[config.mk]
export PLATFORM = sky130hd
export DESIGN_NAME = pipe_ctrl
export DESIGN_NICKNAME = d
export VERILOG_FILES = /design/src/rtl/pipe_ctrl.sv
export SDC_FILE = /design/constraint.sdc
export NUM_CORES = 1
export LEC_CHECK = 0
export ABC_AREA = 1
export BUFFER_PORTS_ARGS = -buffer_cell sky130_fd_sc_hd__clkbuf_2
export CAP_MARGIN = 15
export CORE_ASPECT_RATIO = 1.2
export CORE_MARGIN = 4
export CORE_UTILIZATION = 50
export DETAILED_ROUTE_END_ITERATION = 16
export PLACE_DENSITY = 0.89
export SLEW_MARGIN = 20
export SYNTH_ARGS = -nofsm -noshare
export SYNTH_HDL_FRONTEND = slang
export SYNTH_SLANG_ARGS = --single-unit
[constraint.sdc]
create_clock -name clk -period 3.5 [get_ports clk]
set_clock_uncertainty 0.05 [all_clocks]
set_input_delay 0.35 -clock clk [delete_from_list [all_inputs] [get_ports clk]]
set_output_delay 0.35 -clock clk [all_outputs]
set_load 0.005 [all_outputs]
[src/rtl/pipe_ctrl.sv]
// ---------------------------------------------------------------------------
// pipe_ctrl -- pipeline hazard and redirect controller for a 5-stage core.
//
// Turns per-stage busy/hazard indications into per-stage hold (stall) and
// bubble-insert (flush) vectors. It also sequences PC redirects from EX
// branches and MEM traps through a small FSM, so that the new PC is loaded
// only once instruction fetch is able to accept it.
//
// Ports
//   clk              in   clock, all state updates on posedge
//   rst              in   synchronous active-high reset
//   if_busy_i        in   instruction fetch in flight (IF cannot take a PC)
//   load_use_i       in   ID load-use hazard
//   ex_busy_i        in   multi-cycle EX operation not done
//   mem_busy_i       in   data memory access in flight
//   branch_valid_i   in   EX redirect request
//   branch_pc_i      in   EX redirect target
//   trap_valid_i     in   MEM trap/mret redirect request
//   trap_pc_i        in   MEM trap/mret redirect target
//   stall_valid_o    out  per-stage hold, indexed by CTRLBUS_*
//   flush_valid_o    out  per-stage bubble insert, indexed by CTRLBUS_*
//   redirect_valid_o out  PC load request (one cycle, in ISSUE)
//   redirect_pc_o    out  PC load target (always the pending target)
//   stall_cycles_o   out  number of cycles with the PC stage held
// ---------------------------------------------------------------------------
`ifndef XLEN
`define XLEN 32
`endif

`ifndef CTRLBUS_PC
`define CTRLBUS_PC     0
`define CTRLBUS_IF_ID  1
`define CTRLBUS_ID_EX  2
`define CTRLBUS_EX_MEM 3
`define CTRLBUS_MEM_WB 4
`define CTRLBUS_RSVD   5
`endif

module pipe_ctrl (
  input  logic              clk,
  input  logic              rst,
  input  logic              if_busy_i,
  input  logic              load_use_i,
  input  logic              ex_busy_i,
  input  logic              mem_busy_i,
  input  logic              branch_valid_i,
  input  logic [`XLEN-1:0]  branch_pc_i,
  input  logic              trap_valid_i,
  input  logic [`XLEN-1:0]  trap_pc_i,
  output logic [5:0]        stall_valid_o,
  output logic [5:0]        flush_valid_o,
  output logic              redirect_valid_o,
  output logic [`XLEN-1:0]  redirect_pc_o,
  output logic [63:0]       stall_cycles_o
);

  typedef enum logic [1:0] {
    RUN        = 2'd0,
    WAIT_FETCH = 2'd1,
    ISSUE      = 2'd2
  } state_t;

  state_t             state;
  logic [`XLEN-1:0]   pend_pc;
  logic [63:0]        stall_cycles;

  logic [5:0]         haz_stall;
  logic [5:0]         haz_flush;
  logic               trap_acc;
  logic               br_acc;

  // A trap cannot be taken while the memory access that may have raised it
  // is still in flight. Branches come from EX, so they additionally wait for
  // EX to finish, lose to a simultaneous trap, and are dropped while a
  // redirect is already under way (they are on the wrong path then).
  assign trap_acc = !rst && trap_valid_i && !mem_busy_i;
  assign br_acc   = !rst && (state == RUN) && branch_valid_i &&
                    !mem_busy_i && !ex_busy_i && !trap_acc;

  // Hazard stalls: the oldest busy stage wins. Everything upstream of it is
  // held and the stage just downstream of it receives a bubble.
  always_comb begin
    // NOTE: every combinational output gets a default before any branch, so
    // no path leaves it unassigned and no latch is inferred.
    haz_stall = 6'b000000;
    haz_flush = 6'b000000;
    if (mem_busy_i) begin
      haz_stall = 6'b001111;
      haz_flush = 6'b010000;
    end else if (ex_busy_i) begin
      haz_stall = 6'b000111;
      haz_flush = 6'b001000;
    end else if (load_use_i) begin
      haz_stall = 6'b000011;
      haz_flush = 6'b000100;
    end else if (if_busy_i) begin
      haz_stall = 6'b000001;
      haz_flush = 6'b000010;
    end
  end

  // Output composition, lowest to highest precedence:
  // hazard table -> redirect state overlay on bits 0-1 -> accepted trap or
  // branch overlay -> reset.
  always_comb begin
    stall_valid_o    = haz_stall;
    flush_valid_o    = haz_flush;
    redirect_valid_o = 1'b0;

    case (state)
      WAIT_FETCH: begin
        // Keep PC held and feed bubbles into IF_ID until fetch is free.
        stall_valid_o[`CTRLBUS_PC]    = 1'b1;
        stall_valid_o[`CTRLBUS_IF_ID] = 1'b0;
        flush_valid_o[`CTRLBUS_PC]    = 1'b0;
        flush_valid_o[`CTRLBUS_IF_ID] = 1'b1;
      end
      ISSUE: begin
        stall_valid_o[`CTRLBUS_PC]    = 1'b0;
        stall_valid_o[`CTRLBUS_IF_ID] = 1'b0;
        flush_valid_o[`CTRLBUS_PC]    = 1'b0;
        flush_valid_o[`CTRLBUS_IF_ID] = 1'b1;
        redirect_valid_o              = 1'b1;
      end
      default: ;
    endcase

    if (trap_acc) begin
      // Kill IF_ID, ID_EX and EX_MEM (the trapping instruction included);
      // a newer trap also supersedes a redirect about to issue.
      stall_valid_o[3:0] = 4'b0001;
      flush_valid_o[3:0] = 4'b1110;
      redirect_valid_o   = 1'b0;
    end else if (br_acc) begin
      // Kill the two younger instructions behind the branch.
      stall_valid_o[2:0] = 3'b001;
      flush_valid_o[2:0] = 3'b110;
    end

    if (rst) begin
      stall_valid_o    = 6'b000000;
      flush_valid_o    = 6'b011110;
      redirect_valid_o = 1'b0;
    end

    stall_valid_o[`CTRLBUS_RSVD] = 1'b0;
    flush_valid_o[`CTRLBUS_RSVD] = 1'b0;
  end

  // Redirect FSM, pending target and stall counter.
  always_ff @(posedge clk) begin
    // NOTE: state is updated with non-blocking assignments so every register
    // samples pre-edge values regardless of statement order.
    if (rst) begin
      state        <= RUN;
      pend_pc      <= '0;
      stall_cycles <= '0;
    end else begin
      // Wraps naturally at 2^64.
      stall_cycles <= stall_cycles + 64'(stall_valid_o[`CTRLBUS_PC]);

      if (trap_acc || br_acc) begin
        pend_pc <= trap_acc ? trap_pc_i : branch_pc_i;
        state   <= if_busy_i ? WAIT_FETCH : ISSUE;
      end else begin
        case (state)
          WAIT_FETCH: if (!if_busy_i) state <= ISSUE;
          ISSUE:      state <= RUN;
          default:    state <= RUN;
        endcase
      end
    end
  end

  assign redirect_pc_o  = pend_pc;
  assign stall_cycles_o = stall_cycles;

endmodule

==> impl_metrics.csv <==
group,metric,value,unit
sta,finalSetupTns,0,ns
detailed_routing,via_count,5987,
setup_path,path_buf_inv,2,
clock_tree,clkLatencyLatePin,0.34,ns
setup_path,arrival,3.19,ns
sta,maxSlewHeadroom,64.41,%
setup_path,cpPeakStageDelay,0.37,ns
floorplan,ios,181,
pwr,p_seq_share,47.3,%
sta,setup_viol,0,
detailed_routing,drtIter0Drc,224,
clock_tree,clk_pin_slew,0.07,ns
hold_path,hold_class,"in2reg",
pwr,pwr_density_cell,369.3,mW/mm^2
sta,worst_slack,0.4918,ns
floorplan,die_h,121.4,um
sta,tightest_slew,0.5339,ns
detailed_routing,wl_per_cell,14.32,um
finish,n_fill_cell,952,
sta,period_minus_slack,3.008,ns
status,outcome,"complete, no violations",
placed_design,place_ws,0.2810,ns
pwr,switching_share,23.36,%
pwr,p_int,1.882,mW
sta,final-hold-violation-count,0,
floorplan,start_util,50.99,%
logic_synthesis,ys_top_cells_by_area,"dfxtp_1 37%, nand2_1 15%, nor2_1 11%",
pwr,p_leak,2.930,nW
logic_synthesis,ys_seq_area_share,36.58,%
setup_path,crit_chain,"inv_1 -> ha_1 -> nand3_1 -> o21ai_4 -> inv_1 -> a22oi_1 -> ha_1 -> ha_1 -> nand2_1 -> nor2_4 -> nand2_2 -> nor2_1 -> nand2_1 -> nor2_4 -> nand3_1 -> nand2_1 -> nor2_1",
finish,nets,1060,
clock_tree,holdBufCountCts,0,
clock_tree,cts_tree,"yes",
grt,grt_max_degree,67,
setup_path,cp_data_required_time,3.68,ns
pwr,p_comb_share,8.6,%
detailed_routing,postRouteAntennaNets,0,
clock_tree,cts_setup_buffers,0,
setup_path,crit_path_max_fanout,6,
logic_synthesis,synth_edf_count,0,
grt,antenna_found_initial,0,
detailed_routing,totalWireLength,16000,um
setup_path,cp_slowest_cell,"a22oi_1",
setup_path,endpoint_kind,"flip-flop",
grt,grt_pass1_vias,5476,
detailed_routing,vias_per_cell,5.360,
setup_path,rrSetupSlack,0.49,ns
pwr,finalPower,2.456,mW
finish,drive_gt1_share,23.79,%
clock_tree,clock-sinks,98,
setup_path,start_kind,"flip-flop",
logic_synthesis,post-synth-top-count-cell,"nand2_1",
clock_tree,h-tree-depth,3,
sta,grt_setup_unrepaired,"no",
sta,post-route-period-util,85.95,%
sta,max_freq,332.4,MHz
job,max-cap-violations,0,
floorplan,die_w,102.5,um
grt,grt_overflow,0,
placed_design,dp_hpwl,12520,um
setup_path,path_class,"reg2reg",
logic_synthesis,yosysWarnings,0,
floorplan,core-area,0.01052,mm^2
floorplan,fp-row-count,41,
placed_design,portBuffers,176,
clock_tree,cts-root-buf,"clkbuf_16",
logic_synthesis,synth_area,0.005363,mm^2
logic_synthesis,synth_seq_cells,98,
logic_synthesis,synth_commonest_cells,"212 x nand2_1, 160 x nor2_1, 98 x dfxtp_1, 66 x nand3_1, 58 x inv_1",
pwr,clockPowerShare,44.1,%
logic_synthesis,yosys.area.top_type,"dfxtp_1",
logic_synthesis,synth_flop_cell,"dfxtp_1",
clock_tree,cts_resized,0,
placed_design,place_congestion,0.9988,
clock_tree,cts_buffers,9,
detailed_routing,firstDrtPassIters,6,
grt,grt_first_pass_wirelength,25360,um
grt,track_usage,25.73,%
finish,syn_to_final_growth,24.01,%
clock_tree,cts.path.max_buffers,2,
logic_synthesis,async_flop_share,0,%
sta,drv_slew,0,
setup_path,path_delay_family,"simple AND/OR/NAND/NOR gates",
logic_synthesis,synthDistinctLibCells,37,
logic_synthesis,netlist_instances,818,
pwr,ir_worst_vdd,0.2279,mV
floorplan,dieArea,0.01245,mm^2
finish,diodes,0,
detailed_routing,drcViolationCount,0,
logic_synthesis,syn_avg_cell_area,6.556,um^2
pwr,power_switching,0.5736,mW
logic_synthesis,synth_top_area_share,36.58,%
-- power groups by stage --
stage,Combinational [mW],Clock [mW],Sequential (mW)
after floorplan,0.109,0,1.19
after global placement,0.208,0,1.19
after detailed placement,0.213,0,1.19
after CTS,0.214,1.10,1.16
after global routing,0.238,1.15,1.16
final,0.212,1.08,1.16
-- stage by stage --
stage	area (um^2)	utilization, %	hold WS, ns	cells
6_report	6650	63.24	0.1992	1117
5_1_grt	6650	63.24	0.1956	1117
4_1_cts	6650	63.24	0.1731	1117
3_5_place_dp	6322	60.12	0.4269	1101
3_3_place_gp	6322	60.12	0.4323	1101
2_1_floorplan	5374	-	0.3918	821
-- cell usage in the layout (no fill, tap or decap), drive strengths merged --
| master | Yosys | final |
|---|---|---|
| conb | 1 | 4 |
| clkinvlp | 0 | 2 |
| clkbuf | 17 | 186 |
| o21a | 3 | 3 |
| a21oi | 29 | 29 |
| nor4 | 1 | 1 |
| bufinv | 0 | 2 |
| a22oi | 1 | 1 |
| nor2 | 178 | 178 |
| dfxtp | 98 | 98 |
| xnor2 | 4 | 4 |
| buf | 15 | 7 |
| a31oi | 33 | 33 |
| xor2 | 12 | 12 |
| clkinv | 0 | 1 |
| nor3 | 4 | 4 |
| o21bai | 2 | 2 |
| o21ai | 42 | 42 |
| inv | 62 | 63 |
| nand2 | 220 | 220 |
| and2 | 3 | 3 |
| nand3 | 69 | 69 |
| ha | 5 | 5 |
| nor3b | 3 | 3 |
| or2 | 3 | 3 |
| nand4 | 13 | 13 |
-- routing by layer --
metal	track usage (%)	vias to the layer above	wire (um)
li1	-	2973	-
met1	30.36	2663	6120
met2	43.30	307	7866
met3	4.140	44	1334
met4	14.93	0	675
met5	0	-	0
-- worst paths after layout --
kind                   from  depth (start not counted)                  to
setup / recovery   state[0]                         17  stall_cycles_o[48]
hold / removal    if_busy_i                          2            state[1]
setup reg to reg   state[0]                         17  stall_cycles_o[48]
hold reg to reg    state[1]                          2            state[1]
-- state kept, by name, indices dropped and copies added (netlist names) --
register / cells
stall_cycles_o: 64
redirect_pc_o: 32
state: 2
-- kinds of logic (layout without fill, tap and decap cells) --
group / count (synthesis) / count (layout) / share of synthesized area [%]
AOI/OAI and AO/OA: 110 / 110 / 11.46
buffers and inverters: 94 / 261 / 7.210
adders and majority gates: 5 / 5 / 1.167
xor gates and xnor gates: 16 / 16 / 2.613
and+or+nand+nor: 494 / 494 / 40.90
DFF: 98 / 98 / 36.58
other: 1 / 4 / 0.06993
-- worst register-to-register path, cell delays in order, from the launching register on --
cell and delay (ns):
dfxtp_1 0.33, inv_1 0.08, ha_1 0.15, nand3_1 0.11
o21ai_4 0.17, inv_1 0.09, a22oi_1 0.37, ha_1 0.32
ha_1 0.22, nand2_1 0.11, nor2_4 0.13, nand2_2 0.10
nor2_1 0.19, nand2_1 0.12, nor2_4 0.17, nand3_1 0.09
nand2_1 0.07, nor2_1 0.04
-- cell type report --
| type | count | area, um^2 | area share [%] |
|---|---|---|---|
| clock inverter | 6 | 88.84 | 1.336 |
| clock buffer | 10 | 239.0 | 3.594 |
| inverter | 62 | 232.7 | 3.500 |
| timing repair buffer | 183 | 933.4 | 14.04 |
| multi-input combinational | 629 | 3033 | 45.61 |
| tap | 129 | 161.4 | 2.427 |
| sequential | 98 | 1962 | 29.50 |
No activity file was read; power rests on OpenSTA's default activity.
